==> src/rtl/i2s_pkg.sv <==
// i2s_pkg: shared types and constants for the I2S ADC capture path.
package i2s_pkg;

    localparam int I2S_DATA_W = 24;

    typedef enum logic [1:0] {
        IDLE,
        SHIFT,
        HOLD
    } state_e;

    typedef enum logic {
        CH_R = 1'b0,
        CH_L = 1'b1
    } ch_e;

    typedef struct packed {
        logic [I2S_DATA_W-1:0] l;
        logic [I2S_DATA_W-1:0] r;
    } pair_t;

endpackage

==> src/rtl/sync_fifo.sv <==
// sync_fifo: single-clock FIFO, registered count, head word read combinationally.
module sync_fifo #(
    parameter int WIDTH = 48,
    parameter int DEPTH = 8
) (
    input  logic             clk,
    input  logic             rstn,
    input  logic             push,
    input  logic [WIDTH-1:0] din,
    output logic             full,
    input  logic             pop,
    output logic [WIDTH-1:0] dout,
    output logic             empty
);

    localparam int AW = $clog2(DEPTH);
    localparam int CW = AW + 1;

    logic [WIDTH-1:0] mem_q [DEPTH];
    logic [AW-1:0]    wr_q, wr_d, rd_q, rd_d;
    logic [CW-1:0]    cnt_q, cnt_d;
    logic             wr_en, rd_en;

    // A push into a full FIFO only lands when a pop frees the head slot in the same cycle.
    always_comb begin
        rd_en = pop && (cnt_q != '0);
        wr_en = push && ((cnt_q != CW'(DEPTH)) || rd_en);
        wr_d  = wr_q + AW'(wr_en);
        rd_d  = rd_q + AW'(rd_en);
        cnt_d = cnt_q + CW'(wr_en) - CW'(rd_en);
        full  = cnt_q == CW'(DEPTH);
        empty = cnt_q == '0;
        dout  = mem_q[rd_q];
    end

    // Pointer and occupancy registers.
    always_ff @(posedge clk or negedge rstn) begin
        if (!rstn) begin
            wr_q  <= '0;
            rd_q  <= '0;
            cnt_q <= '0;
        end else begin
            wr_q  <= wr_d;
            rd_q  <= rd_d;
            cnt_q <= cnt_d;
        end
    end

    // Storage has no reset so it can map onto distributed RAM.
    always_ff @(posedge clk) begin
        if (wr_en) mem_q[wr_q] <= din;
    end

endmodule

==> src/rtl/i2s_adc_capture.sv <==
// i2s_adc_capture: left-justified I2S ADC deserializer pairing L/R words into a FIFO.
// Optional per-channel peak meters are built when I2S_CAPTURE_PEAK_EN is defined.
module i2s_adc_capture
    import i2s_pkg::*;
#(
    parameter int DATA_W     = I2S_DATA_W,
    parameter int FIFO_DEPTH = 8
) (
    input  logic              clk,
    input  logic              rstn,
    input  logic              i2s_bclk,
    input  logic              i2s_lrclk,
    input  logic              i2s_adcdat,
    output logic [DATA_W-1:0] sample_l,
    output logic [DATA_W-1:0] sample_r,
    output logic              sample_valid,
    input  logic              sample_ready,
    output logic              overflow,
    output logic              frame_err,
    input  logic              clear_flags
`ifdef I2S_CAPTURE_PEAK_EN
    ,
    output logic [DATA_W-2:0] peak_l,
    output logic [DATA_W-2:0] peak_r
`endif
);

    localparam int CNT_W  = $clog2(DATA_W + 1);
    localparam int PAIR_W = 2 * DATA_W;

    // Bit order in the synchronizer: {lrclk, bclk, adcdat}.
    logic [2:0]        meta_q, sync_q, arm_q;
    logic              bclk_prev_q, lrclk_prev_q;
    logic              bclk_rise, lr_edge, lr_lvl, din;

    state_e            state_q, state_d;
    logic [CNT_W-1:0]  bit_cnt_q, bit_cnt_d;
    logic [DATA_W-1:0] shreg_q, shreg_d, left_q, left_d, word;
    ch_e               ch_q, ch_d;
    logic              left_ok_q, left_ok_d;
    logic              push_q, push_d;
    logic [PAIR_W-1:0] pair_q, pair_d;
    logic              frame_err_q, frame_err_d, overflow_q, overflow_d;
    logic              ferr_evt, ovf_evt, push_ok, pop;
    logic              fifo_full, fifo_empty;
    logic [PAIR_W-1:0] fifo_dout;

    // All three inputs share one synchronizer so bclk, lrclk and data stay aligned;
    // arm_q masks edges until the edge register holds a real input sample after reset.
    always_ff @(posedge clk or negedge rstn) begin
        if (!rstn) begin
            meta_q       <= '0;
            sync_q       <= '0;
            bclk_prev_q  <= 1'b0;
            lrclk_prev_q <= 1'b0;
            arm_q        <= '0;
        end else begin
            meta_q       <= {i2s_lrclk, i2s_bclk, i2s_adcdat};
            sync_q       <= meta_q;
            bclk_prev_q  <= sync_q[1];
            lrclk_prev_q <= sync_q[2];
            arm_q        <= {arm_q[1:0], 1'b1};
        end
    end

    // Edge strobes and the data bit seen alongside them.
    always_comb begin
        bclk_rise = arm_q[2] && sync_q[1] && !bclk_prev_q;
        lr_edge   = arm_q[2] && (sync_q[2] ^ lrclk_prev_q);
        lr_lvl    = sync_q[2];
        din       = sync_q[0];
    end

    // Word FSM: lrclk edges restart a word, bclk rises shift MSB first, a full word
    // is latched and paired; a completed pair is registered for the FIFO write.
    always_comb begin
        state_d   = state_q;
        bit_cnt_d = bit_cnt_q;
        shreg_d   = shreg_q;
        ch_d      = ch_q;
        left_d    = left_q;
        left_ok_d = left_ok_q;
        push_d    = 1'b0;
        pair_d    = pair_q;
        ferr_evt  = 1'b0;
        word      = {shreg_q[DATA_W-2:0], din};
        if (lr_edge) begin
            state_d   = SHIFT;
            bit_cnt_d = '0;
            shreg_d   = '0;
            ch_d      = ch_e'(lr_lvl);
            if (state_q == SHIFT) begin
                ferr_evt  = 1'b1;
                left_ok_d = 1'b0;
            end
        end else if (state_q == SHIFT && bclk_rise) begin
            shreg_d   = word;
            bit_cnt_d = bit_cnt_q + CNT_W'(1);
            if (bit_cnt_q == CNT_W'(DATA_W - 1)) begin
                state_d = HOLD;
                if (ch_q == CH_L) begin
                    left_d    = word;
                    left_ok_d = 1'b1;
                end else if (left_ok_q) begin
                    push_d    = 1'b1;
                    pair_d    = {left_q, word};
                    left_ok_d = 1'b0;
                end
            end
        end
    end

    // Word FSM and pairing registers.
    always_ff @(posedge clk or negedge rstn) begin
        if (!rstn) begin
            state_q   <= IDLE;
            bit_cnt_q <= '0;
            shreg_q   <= '0;
            ch_q      <= CH_R;
            left_q    <= '0;
            left_ok_q <= 1'b0;
            push_q    <= 1'b0;
            pair_q    <= '0;
        end else begin
            state_q   <= state_d;
            bit_cnt_q <= bit_cnt_d;
            shreg_q   <= shreg_d;
            ch_q      <= ch_d;
            left_q    <= left_d;
            left_ok_q <= left_ok_d;
            push_q    <= push_d;
            pair_q    <= pair_d;
        end
    end

    sync_fifo #(
        .WIDTH(PAIR_W),
        .DEPTH(FIFO_DEPTH)
    ) u_fifo (
        .clk  (clk),
        .rstn (rstn),
        .push (push_q),
        .din  (pair_q),
        .full (fifo_full),
        .pop  (pop),
        .dout (fifo_dout),
        .empty(fifo_empty)
    );

    // Sticky flags; a coinciding event beats clear_flags.
    always_comb begin
        pop          = sample_valid && sample_ready;
        push_ok      = push_q && (!fifo_full || pop);
        ovf_evt      = push_q && fifo_full && !pop;
        frame_err_d  = ferr_evt || (frame_err_q && !clear_flags);
        overflow_d   = ovf_evt || (overflow_q && !clear_flags);
        sample_valid = !fifo_empty;
        sample_l     = fifo_empty ? '0 : fifo_dout[PAIR_W-1:DATA_W];
        sample_r     = fifo_empty ? '0 : fifo_dout[DATA_W-1:0];
        frame_err    = frame_err_q;
        overflow     = overflow_q;
    end

    // Flag registers.
    always_ff @(posedge clk or negedge rstn) begin
        if (!rstn) begin
            frame_err_q <= 1'b0;
            overflow_q  <= 1'b0;
        end else begin
            frame_err_q <= frame_err_d;
            overflow_q  <= overflow_d;
        end
    end

`ifdef I2S_CAPTURE_PEAK_EN
    logic [DATA_W-2:0] peak_l_q, peak_l_d, peak_r_q, peak_r_d;
    logic [DATA_W-2:0] mag_l, mag_r, base_l, base_r;

    // |w| on DATA_W bits; the most negative code has no positive twin and saturates.
    function automatic logic [DATA_W-2:0] mag(input logic [DATA_W-1:0] w);
        logic [DATA_W-1:0] n;
        n = -w;
        return w[DATA_W-1] ? (n[DATA_W-1] ? {(DATA_W-1){1'b1}} : n[DATA_W-2:0]) : w[DATA_W-2:0];
    endfunction

    // Peak tracks only pairs that actually enter the FIFO.
    always_comb begin
        mag_l    = mag(pair_q[PAIR_W-1:DATA_W]);
        mag_r    = mag(pair_q[DATA_W-1:0]);
        base_l   = clear_flags ? '0 : peak_l_q;
        base_r   = clear_flags ? '0 : peak_r_q;
        peak_l_d = (push_ok && mag_l > base_l) ? mag_l : base_l;
        peak_r_d = (push_ok && mag_r > base_r) ? mag_r : base_r;
        peak_l   = peak_l_q;
        peak_r   = peak_r_q;
    end

    // Peak registers.
    always_ff @(posedge clk or negedge rstn) begin
        if (!rstn) begin
            peak_l_q <= '0;
            peak_r_q <= '0;
        end else begin
            peak_l_q <= peak_l_d;
            peak_r_q <= peak_r_d;
        end
    end
`endif

endmodule

==> config.mk <==
export PLATFORM = sky130hd
export DESIGN_NAME = i2s_adc_capture
export DESIGN_NICKNAME = d
export VERILOG_FILES = /design/src/rtl/i2s_pkg.sv /design/src/rtl/sync_fifo.sv /design/src/rtl/i2s_adc_capture.sv
export SDC_FILE = /design/constraint.sdc
export NUM_CORES = 1
export LEC_CHECK = 0
export CAP_MARGIN = 10
export CORE_MARGIN = 4
export CORE_UTILIZATION = 39
export DETAILED_ROUTE_END_ITERATION = 10
export PLACE_DENSITY = 0.51
export SKIP_CTS_REPAIR_TIMING = 1
export SLEW_MARGIN = 10
export SYNTH_ARGS = -nofsm -noshare
export SYNTH_HDL_FRONTEND = slang
export SYNTH_SLANG_ARGS = --single-unit
==> constraint.sdc <==
create_clock -name clk -period 6.4 [get_ports clk]
set_input_delay 0.64 -clock clk [delete_from_list [all_inputs] [get_ports clk]]
set_output_delay 0.64 -clock clk [all_outputs]
set_load 0.01 [all_outputs]
Word level (Yosys, flattened, before mapping) --
Memories as Yosys holds them, arrays and structs flattened. Index checks and enable logic that the tools add are counted.
Storage, ports and cells: output and inout port bits 51, register bits 128, logic and storage cells 81, RAM bits 384, bits of input ports 7, memories kept 1
Memories:
- u_fifo.mem_q | depth 8, width 48, read ports 1, clocked after Yosys merged registers in 0, wr ports 1, line sync_fifo.sv:19 | logic [WIDTH-1:0] mem_q [DEPTH];
Cells by class: reductions and logical operators 26, eq/ne operators 5, add/subtract/negate cells 5, bitwise logic cells 3, mux-type cells 23
Operators by type and width (number):
- 24-bit 2-to-1 mux | 2
- 23-bit 2-to-1 mux | 2
- 1-bit 2-to-1 mux | 14
- 1-bit logical AND | 11
- 5-bit 2-to-1 mux | 2
- 3-bit by 1-bit adder with 3-bit output | 2
- 2-bit 2-to-1 mux | 3
- 5-bit by 1-bit adder with 5-bit output, second input constant | 1
- 5-bit equality test, second input constant | 1
- 5-bit AND reduction | 1
- 4-bit by 1-bit adder with 4-bit output | 1
- 4-bit equality test, second input constant | 1
- 1-bit zero test | 4
- 4-bit zero test | 1
- 4-bit != test, second input constant | 1
- 4-bit AND reduction | 1
- 2-bit nonzero test | 2
- 4-bit nonzero test | 1
- 4-bit by 1-bit subtractor with 4-bit output | 1
- 1-bit logical OR | 3
- 3-bit AND reduction | 1
- 2-bit by 1-bit equality test with 1-bit output, second input constant | 1
- 2-bit by 1-bit != test with 1-bit output, second input constant | 1
- 1-bit NOT | 2
- other kinds (2) | 2

Longest topological paths before layout --
Gate-level depths: netlist of the first run.
depth after elaboration 8, gate-level depth with buffers 13, gate-level depth less buffers 11

Hierarchy --
Synthesis of the first run repeated with hierarchy kept, for this count alone.
Unflattened totals: cell total of the unflattened synthesis 993, area, all modules 20156.8 um^2
By module, submodules not included:
- sync_fifo | cells each 608, instances 1, seq. area each 11781.3 um^2, area an instance 15193.3 um^2
- i2s_adc_capture | cells each 385, instances 1, seq. area each 2952.8 um^2, area an instance 4963.5 um^2

Least setup slack after synthesis of the first run --
OpenSTA, ideal clock, no wires.
path type register to register, from register u_fifo.cnt_q[2], to memory u_fifo.mem_q[1][0], enable pin, period minus slack after synthesis 4.923 ns, arrival 4.410 ns, path buffers 0, cell stages (with the launch flop) 6, setup slack 1.477 ns, cell sequence dfrtp_1 -> inv_1 -> ha_1 -> nand2b_1 -> a311o_1 -> nor3_1
Between the ends: cells in the longest elaborated chain, start to end 8, elaborated cells between the ends (all ways) 10, those cells by class 1 x eq/ne; 2 x mux; 7 x reduce/logical
RTL lines:
- start: declaration | line sync_fifo.sv:21 | logic [CW-1:0] cnt_q, cnt_d;
- start signal: assignment | line sync_fifo.sv:45 | cnt_q <= cnt_d;
- 4-bit zero test | line sync_fifo.sv:32 | empty = cnt_q == '0;
- 1-bit zero test | line i2s_adc_capture.sv:157 | sample_valid = !fifo_empty;
- 1-bit logical AND | line i2s_adc_capture.sv:152 | pop = sample_valid && sample_ready;
- 1-bit logical AND | line sync_fifo.sv:26 | rd_en = pop && (cnt_q != '0);
- 1-bit logical OR * | line sync_fifo.sv:27 | wr_en = push && ((cnt_q != CW'(DEPTH)) || rd_en);
- 1-bit logical AND * | line sync_fifo.sv:27
- 1-bit 2-to-1 mux * | line sync_fifo.sv:51 | if (wr_en) mem_q[wr_q] <= din;
- 1-bit 2-to-1 mux (not written as such) * | line sync_fifo.sv:51
- end: declaration | line sync_fifo.sv:19
Mark *: on every way between the ends. The rest lies on a longest branch, timed or not.

Worst setup path in the final report of the first run --
from register u_fifo.rd_q[1], to output sample_l[2]
Between the ends: cells in the longest elaborated chain, start to end 2
RTL lines:
- start: declaration | line sync_fifo.sv:20 | logic [AW-1:0] wr_q, wr_d, rd_q, rd_d;
- start signal: assignment | line sync_fifo.sv:44 | rd_q <= rd_d;
- memory read 8 x 48 bit
- 24-bit 2-to-1 mux | line i2s_adc_capture.sv:158 | sample_l = fifo_empty ? '0 : fifo_dout[PAIR_W-1:DATA_W];
- end: declaration | line i2s_adc_capture.sv:14 | output logic [DATA_W-1:0] sample_l,
Every way passes these cells.

==> results of run 1 <==
==> sequential cells by signal (all words and copies together), names as in the netlist, 2 cells and up <==
signal        cells
u_fifo.rd_q       3
arm_q             3
sync_q            3
state_q           2
u_fifo.mem_q    384
u_fifo.cnt_q      4
bit_cnt_q         5
left_q           24
pair_q           48
meta_q            3
shreg_q          23
u_fifo.wr_q       3
==> synth_stat cells <==
cell type,count
edfxtp_1,384
dfrtp_1,128
mux4_2,96
mux2_2,64
nor2_1,56
mux2i_1,48
a21oi_1,29
o21ai_0,28
clkbuf_1,27
nand3_1,26
buf_2,19
inv_1,14
ha_1,11
mux2_4,9
buf_4,6
nand2b_1,5
o31ai_1,4
xor2_1,4
buf_6,3
or4_1,3
a311o_1,2
and2_1,2
nor3_1,2
o2111ai_4,2
a21o_1,1
a31oi_1,1
and3_1,1
and3b_1,1
and4b_1,1
and4bb_1,1
and4bb_2,1
conb_1,1
fa_1,1
inv_2,1
nand2_1,1
nand4_1,1
nand4bb_1,1
o21a_1,1
o22ai_1,1
or3_1,1
xnor2_2,1
==> area by class of cell <==
class	instances	area [sq um]	area share
multi-input combinational	407	4679	0.2065
clock buffer	83	1531	0.06758
clock inverter	17	108.9	0.004803
sequential	512	14750	0.6507
tap	672	840.8	0.03710
timing repair buffer	74	699.4	0.03086
inverter	15	56.30	0.002485
==> metal layers <==
metal,wire (um),part of all wire,vias up,global-route usage
met5,0,0,-,0
met4,792,0.019,0,0.03810
met3,1256,0.030,64,0.02840
met2,19720,0.48,142,0.2455
met1,19680,0.47,5065,0.2281
li1,-,-,4080,-
==> cells by family after synthesis <==
logic type               Yosys count  share of synthesized area
AND/OR/NAND/NOR                  103                    0.02510
buffers and inverters             70                    0.01684
XOR/XNOR                           5                   0.002606
adder cells (fa/ha/maj)           12                   0.008008
other                              1                  0.0001905
flip-flops                       512                     0.7484
AO/OA/AOI/OAI                     69                    0.02110
multiplexers                     217                     0.1777
==> metrics by stage <==
| stage | hold WS, ps | cell area (sq um) | utilization | instances | total power [mW] |
|---|---|---|---|---|---|
| floorplan | 331.2 | 19690 | - | 989 | 4.477 |
| global placement | 334.1 | 21020 | 0.4199 | 1680 | 4.876 |
| detailed placement | 334.7 | 21020 | 0.4199 | 1680 | 4.882 |
| CTS | -6.323 | 22660 | 0.4526 | 1780 | 7.805 |
| global route | 20.96 | 22660 | 0.4526 | 1780 | 8.004 |
| finish | 5.655 | 22660 | 0.4526 | 1780 | 7.678 |
==> worst paths after layout <==
| kind | slack (ps) | to |
|---|---|---|
| min in group clk | 340 | arm_q[1] |
| worst max-delay path | 2220 | sample_l[2] |
| worst min-delay path | 6 | pair_q[15] |
| worst max register to register | 3110 | u_fifo.cnt_q[2] |
| worst min register to register | 340 | arm_q[1] |
| max in group asynchronous | 5000 | pair_q[7] |
==> report_power, final <==
group	leakage, nW	switching (mW)	internal [mW]
clock	0.802	1.22	1.68
combinational	1.93	0.522	0.504
sequential	4.37	0.180	3.57
==> impl_metrics.tcl, run 1 <==
set metrics [dict create \
    outcome "finished, final reports clean" \
    clk_latency_ps 590 \
    setup_viol 0 \
    critPathTopFamily "buffers and inverters" \
    path_max_fanout 50 \
    cp_data_arrival_time_ps 3540 \
    ys_ff_latch 512 \
    post_drt_via_cell_ratio 5.253 \
    clockBufferDepth 3 \
    dp_hpwl_um 21900 \
    leakagePower_nw 7.105 \
    crit_required_ps 5760 \
    mostFrequentLayoutCells "384 x edfxtp_1, 125 x dfrtp_1, 96 x mux4_2, 64 x mux2_2, 56 x clkdlybuf4s50_1" \
    filler_cell_count 4391 \
    report.final.slew_viol_count 0 \
    gr-total-overflow 0 \
    rows 82 \
    layout.nets 1082 \
    max_freq_mhz 239.1 \
    drive_gt1_frac 0.2482 \
    antennaDiodeCount 0 \
    skew_ps 13.16 \
    ys_seq_area_frac 0.7484 \
    hold_violations 0 \
    yosysTopAreaCell "edfxtp_1" \
    tns_ps 0 \
    dieArea_sq_mm 0.05414 \
    synth_warnings 0 \
    power.density_mw_per_mm2 338.8 \
    antenna_found_initial 0 \
    wl_um 41450 \
    cts_tree "done" \
    r2r_start "u_fifo.cnt_q[1]" \
    relSlewSlack 0.2061 \
    synthesis.nets 1008 \
    path_buf_inv 2 \
    worst_slew_pin_slew_ps 1190 \
    grt_pass1_wl_um 63420 \
    wire_per_inst_um 23.29 \
    start_kind "register" \
    avgSynthCellArea_sq_um 19.91 \
    synthCells 989 \
    timing.final.crit_share 0.6535 \
    vias 9351 \
    io_pins 58 \
    worst-path-stages 5 \
    synth.distinct_cells 41 \
    cts_made_buffers 53 \
    grt_pass1_vias 9940 \
    initial_core_util 0.3932 \
    reg2reg_depth 10 \
    slowest_delay_ps 990 \
    drv_cap 0 \
    grt_usage 0.1562 \
    drtPass1Iterations 4 \
    drtAntennaViolNets 0 \
    rsz0062_at_grt "no" \
    root_buffer "clkbuf_16" \
    htree_levels 2 \
    path_cells "buf_4 > mux4_2 > mux2i_1 > nor2_1 > clkdlybuf4s50_1" \
    port_buffers 57 \
    dp_slack_ps 2734 \
    endpoint_kind "output pin" \
    worstHoldPathType "input port to asynchronous set/reset pin" \
    setup_slack_ps 2218 \
    area_growth_pct 15.11 \
    period_minus_slack_ps 4182 \
    die_w_um 232.7 \
    core_area_sq_mm 0.05007 \
    grt_max_degree 76 \
    cp-startpoint "u_fifo.rd_q[1]" \
    ir_worst_vdd_mv 0.1980 \
    synth_top_area_frac 0.5857 \
    synth_area_sq_mm 0.01969 \
    crit_type "register to output pin" \
    drt_iter0_drc 658 \
    layout_commonest_cell "edfxtp_1" \
    path_clk_slew_ps 60 \
    drc 0 \
    critPathSlowestCell "dfrtp_4" \
    synth_area_leaders "edfxtp_1 59%, dfrtp_1 16%, mux4_2 11%, mux2_2 3.7%, mux2i_1 2.4%" \
    clock-sinks 512 \
    die_y_um 232.7 \
    place.gp.congestion 0.6918 \
]
Note: power is estimated with default switching activity, not from simulation.
==> run 2: changes to the inputs <==
==> constraint.sdc (replaced) <==
create_clock -name clk -period 4.2 [get_ports clk]
set_input_delay 0.42 -clock clk [delete_from_list [all_inputs] [get_ports clk]]
set_output_delay 0.42 -clock clk [all_outputs]
set_load 0.01 [all_outputs]
==> run 2 against run 1 <==
Global-route usage about the same; worst hold slack gained 270 ps; die area did not move; power is 53% higher; highest routed layer unchanged.
==> impl_metrics.tcl, run 2 (same netlist as run 1, synthesis figures left out) <==
set metrics [dict create \
    core_area_sq_mm 0.05007 \
    power.density_mw_per_mm2 516.2 \
    cts_tree "done" \
    drtPass1Iterations 6 \
    critPathTopFamily "buffers and inverters" \
    layout.nets 1093 \
    clk_latency_ps 600 \
    start_kind "register" \
    worst_slew_pin_slew_ps 967.1 \
    place.gp.congestion 0.7001 \
    die_w_um 232.7 \
    instances_no_fill 1788 \
    drv_cap 0 \
    wl_um 41460 \
    largest_register_ffs 384 \
    fin_hold_ws_ps 276.5 \
    crit_type "register to output pin" \
    htree_levels 2 \
    drtAntennaViolNets 0 \
    tns_ps 0 \
    path_cells "buf_12 > mux4_2 > mux2i_1 > nor2_1 > clkdlybuf4s50_1" \
    skew_ps 21.98 \
    reg2reg_depth 9 \
    timing.final.crit_share 0.8073 \
    layout_commonest_cell "edfxtp_1" \
    mostFrequentLayoutCells "384 x edfxtp_1, 125 x dfrtp_1, 96 x mux4_2, 64 x mux2_2, 56 x clkdlybuf4s50_1" \
    outcome "finished, final reports clean" \
    endpoint_kind "output pin" \
    hold_violations 0 \
    path_max_fanout 54 \
    clock-sinks 512 \
    path_clk_slew_ps 60 \
    grt_pass1_vias 9953 \
    dp_hpwl_um 22650 \
    area_growth_pct 15.86 \
    gr-total-overflow 0 \
    leakagePower_nw 7.146 \
    ir_worst_vdd_mv 0.3039 \
    cp_data_arrival_time_ps 2970 \
    rows 82 \
    port_buffers 57 \
    io_pins 58 \
    antennaDiodeCount 0 \
    initial_core_util 0.3932 \
    die_y_um 232.7 \
    dp.cells 1690 \
    period_minus_slack_ps 3390 \
    clockBufferDepth 3 \
    drc 0 \
    drt_iter0_drc 534 \
    grt_usage 0.1561 \
    top_regs "u_fifo.mem_q: 384 flops, pair_q: 48 flops, left_q: 24 flops" \
    critPathSlowestCell "mux4_2" \
    whs_path_depth 1 \
    relSlewSlack 0.3550 \
    cts_made_buffers 53 \
    worst-path-stages 5 \
    drive_gt1_frac 0.2509 \
    largest-register "u_fifo.mem_q" \
    max_freq_mhz 294.9 \
    path_buf_inv 2 \
    grt_pass1_wl_um 63220 \
    rsz0062_at_grt "no" \
    antenna_found_initial 1 \
    report.final.slew_viol_count 0 \
    dieArea_sq_mm 0.05414 \
    wire_per_inst_um 23.19 \
    finalPower_mw 11.77 \
    crit_required_ps 3780 \
    placed_area_sq_mm 0.02116 \
    worstHoldPathType "input port to register" \
    finish.instance_area_sq_mm 0.02281 \
    slowest_delay_ps 570 \
    setup_viol 0 \
    grt_max_degree 64 \
    vias 9296 \
    post_drt_via_cell_ratio 5.199 \
    root_buffer "clkbuf_16" \
]
run 2: cell count changes in the layout (fill, tap and decap cells not counted), sizes merged:
cell	before	now
clkbuf	83	69
buf	18	28
clkinv	14	21
bufinv	1	4
clkinvlp	0	2
dlygate4sd3	0	1
inv	17	16
run 2: final timing paths:
path / start / end / slack [ps]
setup / recovery: u_fifo.rd_q[0] / sample_l[19] / 810
hold / removal: i2s_adcdat / meta_q[0] / 280
setup reg to reg: u_fifo.cnt_q[0] / u_fifo.cnt_q[2] / 1410
hold reg to reg: meta_q[2] / sync_q[2] / 350
max in group asynchronous: rstn / pair_q[41] / 2900
min in group asynchronous: rstn / u_fifo.wr_q[0] / 370
run 2: where the power goes:
part           internal, mW  total, mW  switching [mW]
Combinational         0.816       1.63           0.811
Clock                  2.57       4.46            1.89
Sequential             5.44       5.69           0.244
Total                  8.83       11.8            2.95
run 2: worst reg2reg max path, delay by kind of cell, from the launching register on:
kind	cells	cell delay [ps]
XOR/XNOR	1	170
adder cells (fa/ha/maj)	3	900
AND/OR/NAND/NOR	3	1070
buffers and inverters	2	160
flip-flops	1	380
run 2: final cells by class:
cell class / instances / area [sq um]
clock buffers: 69 / 1386
inverters: 15 / 56.30
multi-input cells: 407 / 4690
fillers: 4371 / 27260
clock inverters: 28 / 256.5
repair buffers: 85 / 834.6
well taps: 672 / 840.8
flip-flops and latches: 512 / 14750
run 2: per-layer routing:
metal / routed length, um / track usage / part of all wire
met2: 20550 / 0.2598 / 0.50
met4: 900 / 0.04483 / 0.022
met1: 18600 / 0.2160 / 0.45
met5: 0 / 0 / 0
met3: 1409 / 0.02228 / 0.034
run 2: per-stage QoR:
stage                     setup slack, ps  utilization
after floorplan                     566.8            -
after global placement               1246       0.4226
after detailed placement             1212       0.4226
after CTS                           662.1       0.4554
after global routing                607.3       0.4556
final                               809.5       0.4556
==> run 3: changes to the inputs <==
--- a/config.mk
+++ b/config.mk
@@ -9,7 +9,7 @@
 export CORE_MARGIN = 4
 export CORE_UTILIZATION = 39
 export DETAILED_ROUTE_END_ITERATION = 10
-export PLACE_DENSITY = 0.51
+export PLACE_DENSITY = 0.53
 export SKIP_CTS_REPAIR_TIMING = 1
 export SLEW_MARGIN = 10
 export SYNTH_ARGS = -nofsm -noshare
==> constraint.sdc (replaced) <==
create_clock -name clk -period 3.1 [get_ports clk]
set_input_delay 0.31 -clock clk [delete_from_list [all_inputs] [get_ports clk]]
set_output_delay 0.31 -clock clk [all_outputs]
set_load 0.01 [all_outputs]
==> run 3 against run 2 <==
Core utilization grew 1.1 points; die area is the same; worst hold slack lost 99 ps; clock skew shrank 8.0 ps; critical endpoint is now sample_l[0].
==> impl_metrics.tcl, run 3 (same netlist as run 1, synthesis figures left out) <==
set metrics [dict create \
    outcome "finished, final reports clean" \
    met3_usage 0.02375 \
    grt_pass1_vias 10048 \
    die_y_um 232.7 \
    vias 9430 \
    drt_iter0_drc 666 \
    clock-sinks 512 \
    largest-register "u_fifo.mem_q" \
    timing.final.crit_share 0.9732 \
    ir_worst_vdd_mv 0.3926 \
    io_pins 58 \
    port_buffers 57 \
    endpoint_kind "output pin" \
    antenna_found_initial 0 \
    finish.instance_area_sq_mm 0.02338 \
    grt_util_met2 0.2493 \
    top_regs "u_fifo.mem_q: 384 flops, pair_q: 48 flops, left_q: 24 flops" \
    cts_tree "done" \
    busiest_layer "met2" \
    crit_required_ps 2790 \
    switchingPower_mw 4.051 \
    core_area_sq_mm 0.05007 \
    place.gp.congestion 0.7202 \
    path_max_fanout 15 \
    grt_max_degree 73 \
    tns_ps 0 \
    relSlewSlack 0.3773 \
    layout.nets 1122 \
    crit_type "register to output pin" \
    leakagePower_nw 7.404 \
    clk_latency_ps 580 \
    mostFrequentLayoutCells "384 x edfxtp_1, 125 x dfrtp_1, 96 x mux4_2, 64 x mux2_2, 55 x clkbuf_16" \
    dp.cells 1697 \
    dp_hpwl_um 22570 \
    cts_made_buffers 52 \
    dieArea_sq_mm 0.05414 \
    worstHoldPathType "input port to register" \
    root_buffer "clkbuf_16" \
    post_drt_via_cell_ratio 5.190 \
    wire_per_inst_um 22.79 \
    path_clk_slew_ps 60 \
    layout_commonest_cell "edfxtp_1" \
    setup_viol 0 \
    wl_um 41400 \
    rows 82 \
    seqPwrFrac 0.456 \
    power.density_mw_per_mm2 708.0 \
    placed_area_sq_mm 0.02140 \
    hold_violations 0 \
    start_kind "register" \
    grt_usage 0.1551 \
    met1_usage 0.2220 \
    filler_cell_count 4274 \
    area_growth_pct 18.74 \
    antennaDiodeCount 0 \
    grt_pass1_wl_um 63650 \
    die_w_um 232.7 \
    htree_levels 2 \
    drtAntennaViolNets 0 \
    drv_cap 0 \
    drc 0 \
    period_minus_slack_ps 3017 \
    internal_power_mw 12.50 \
    report.final.slew_viol_count 0 \
    pwr-share-comb 0.174 \
    initial_core_util 0.3932 \
    clockBufferDepth 3 \
    drive_gt1_frac 0.2751 \
    clkPwrFrac 0.370 \
    gr-total-overflow 0 \
    instances_no_fill 1817 \
    max_freq_mhz 331.5 \
    worst_slew_pin_slew_ps 933.6 \
    largest_register_ffs 384 \
    drtPass1Iterations 5 \
    skew_ps 13.98 \
    cp_data_arrival_time_ps 2710 \
    rsz0062_at_grt "yes" \
    swShare 0.2448 \
]
==> run 3: power groups by stage <==
stage | clock, mW | sequential, mW | combinational [mW]
detailed placement | 0 | 7.70 | 2.56
finish | 6.12 | 7.54 | 2.88
global placement | 0 | 7.70 | 2.56
CTS | 6.30 | 7.56 | 2.57
global route | 6.59 | 7.56 | 3.13
floorplan | 0 | 7.53 | 1.71
==> run 3: final timing paths <==
kind,slack (ps),cells past startpoint,to,startpoint
setup / recovery,80,6,sample_l[0],u_fifo.rd_q[0]
hold / removal,180,1,meta_q[2],i2s_lrclk
setup reg to reg,700,6,u_fifo.mem_q[1][9],u_fifo.cnt_q[2]
hold reg to reg,350,0,arm_q[2],arm_q[1]
max in group asynchronous,2010,3,pair_q[43],rstn
min in group asynchronous,320,2,frame_err,rstn
==> run 3: stage by stage <==
step	util	total power, mW	hold WS [ps]	setup slack (ps)
global route	0.4669	17.28	148.1	-9.479
finish	0.4669	16.55	177.5	83.23
global placement	0.4274	10.26	332.2	532.0
detailed placement	0.4274	10.27	335.5	545.3
CTS	0.4605	16.43	-237.7	-87.49
floorplan	-	9.243	14.41	-533.2
==> run 3: per-layer routing <==
layer / share of wire / vias to the layer above
li1: - / 4165
met4: 0.021 / 0
met3: 0.035 / 57
met1: 0.46 / 5033
met5: 0 / -
met2: 0.48 / 175
==> run 3: critical path: stages, from the launching register on <==
cell and delay (ps):
dfrtp_4 480, buf_16 190, buf_4 140, mux4_2 490, mux2i_2 230, nor2_1 100, clkdlybuf4s50_1 490
==> run 3: layout make-up <==
cell class | count | area (sq um) | area share
Sequential cell | 512 | 14750 | 0.6308
Multi-Input combinational cell | 407 | 4707 | 0.2014
Clock buffer | 75 | 1439 | 0.06155
Timing Repair Buffer | 115 | 1371 | 0.05866
Tap cell | 672 | 840.8 | 0.03597
Clock inverter | 21 | 216.5 | 0.009260
Inverter | 15 | 56.30 | 0.002409
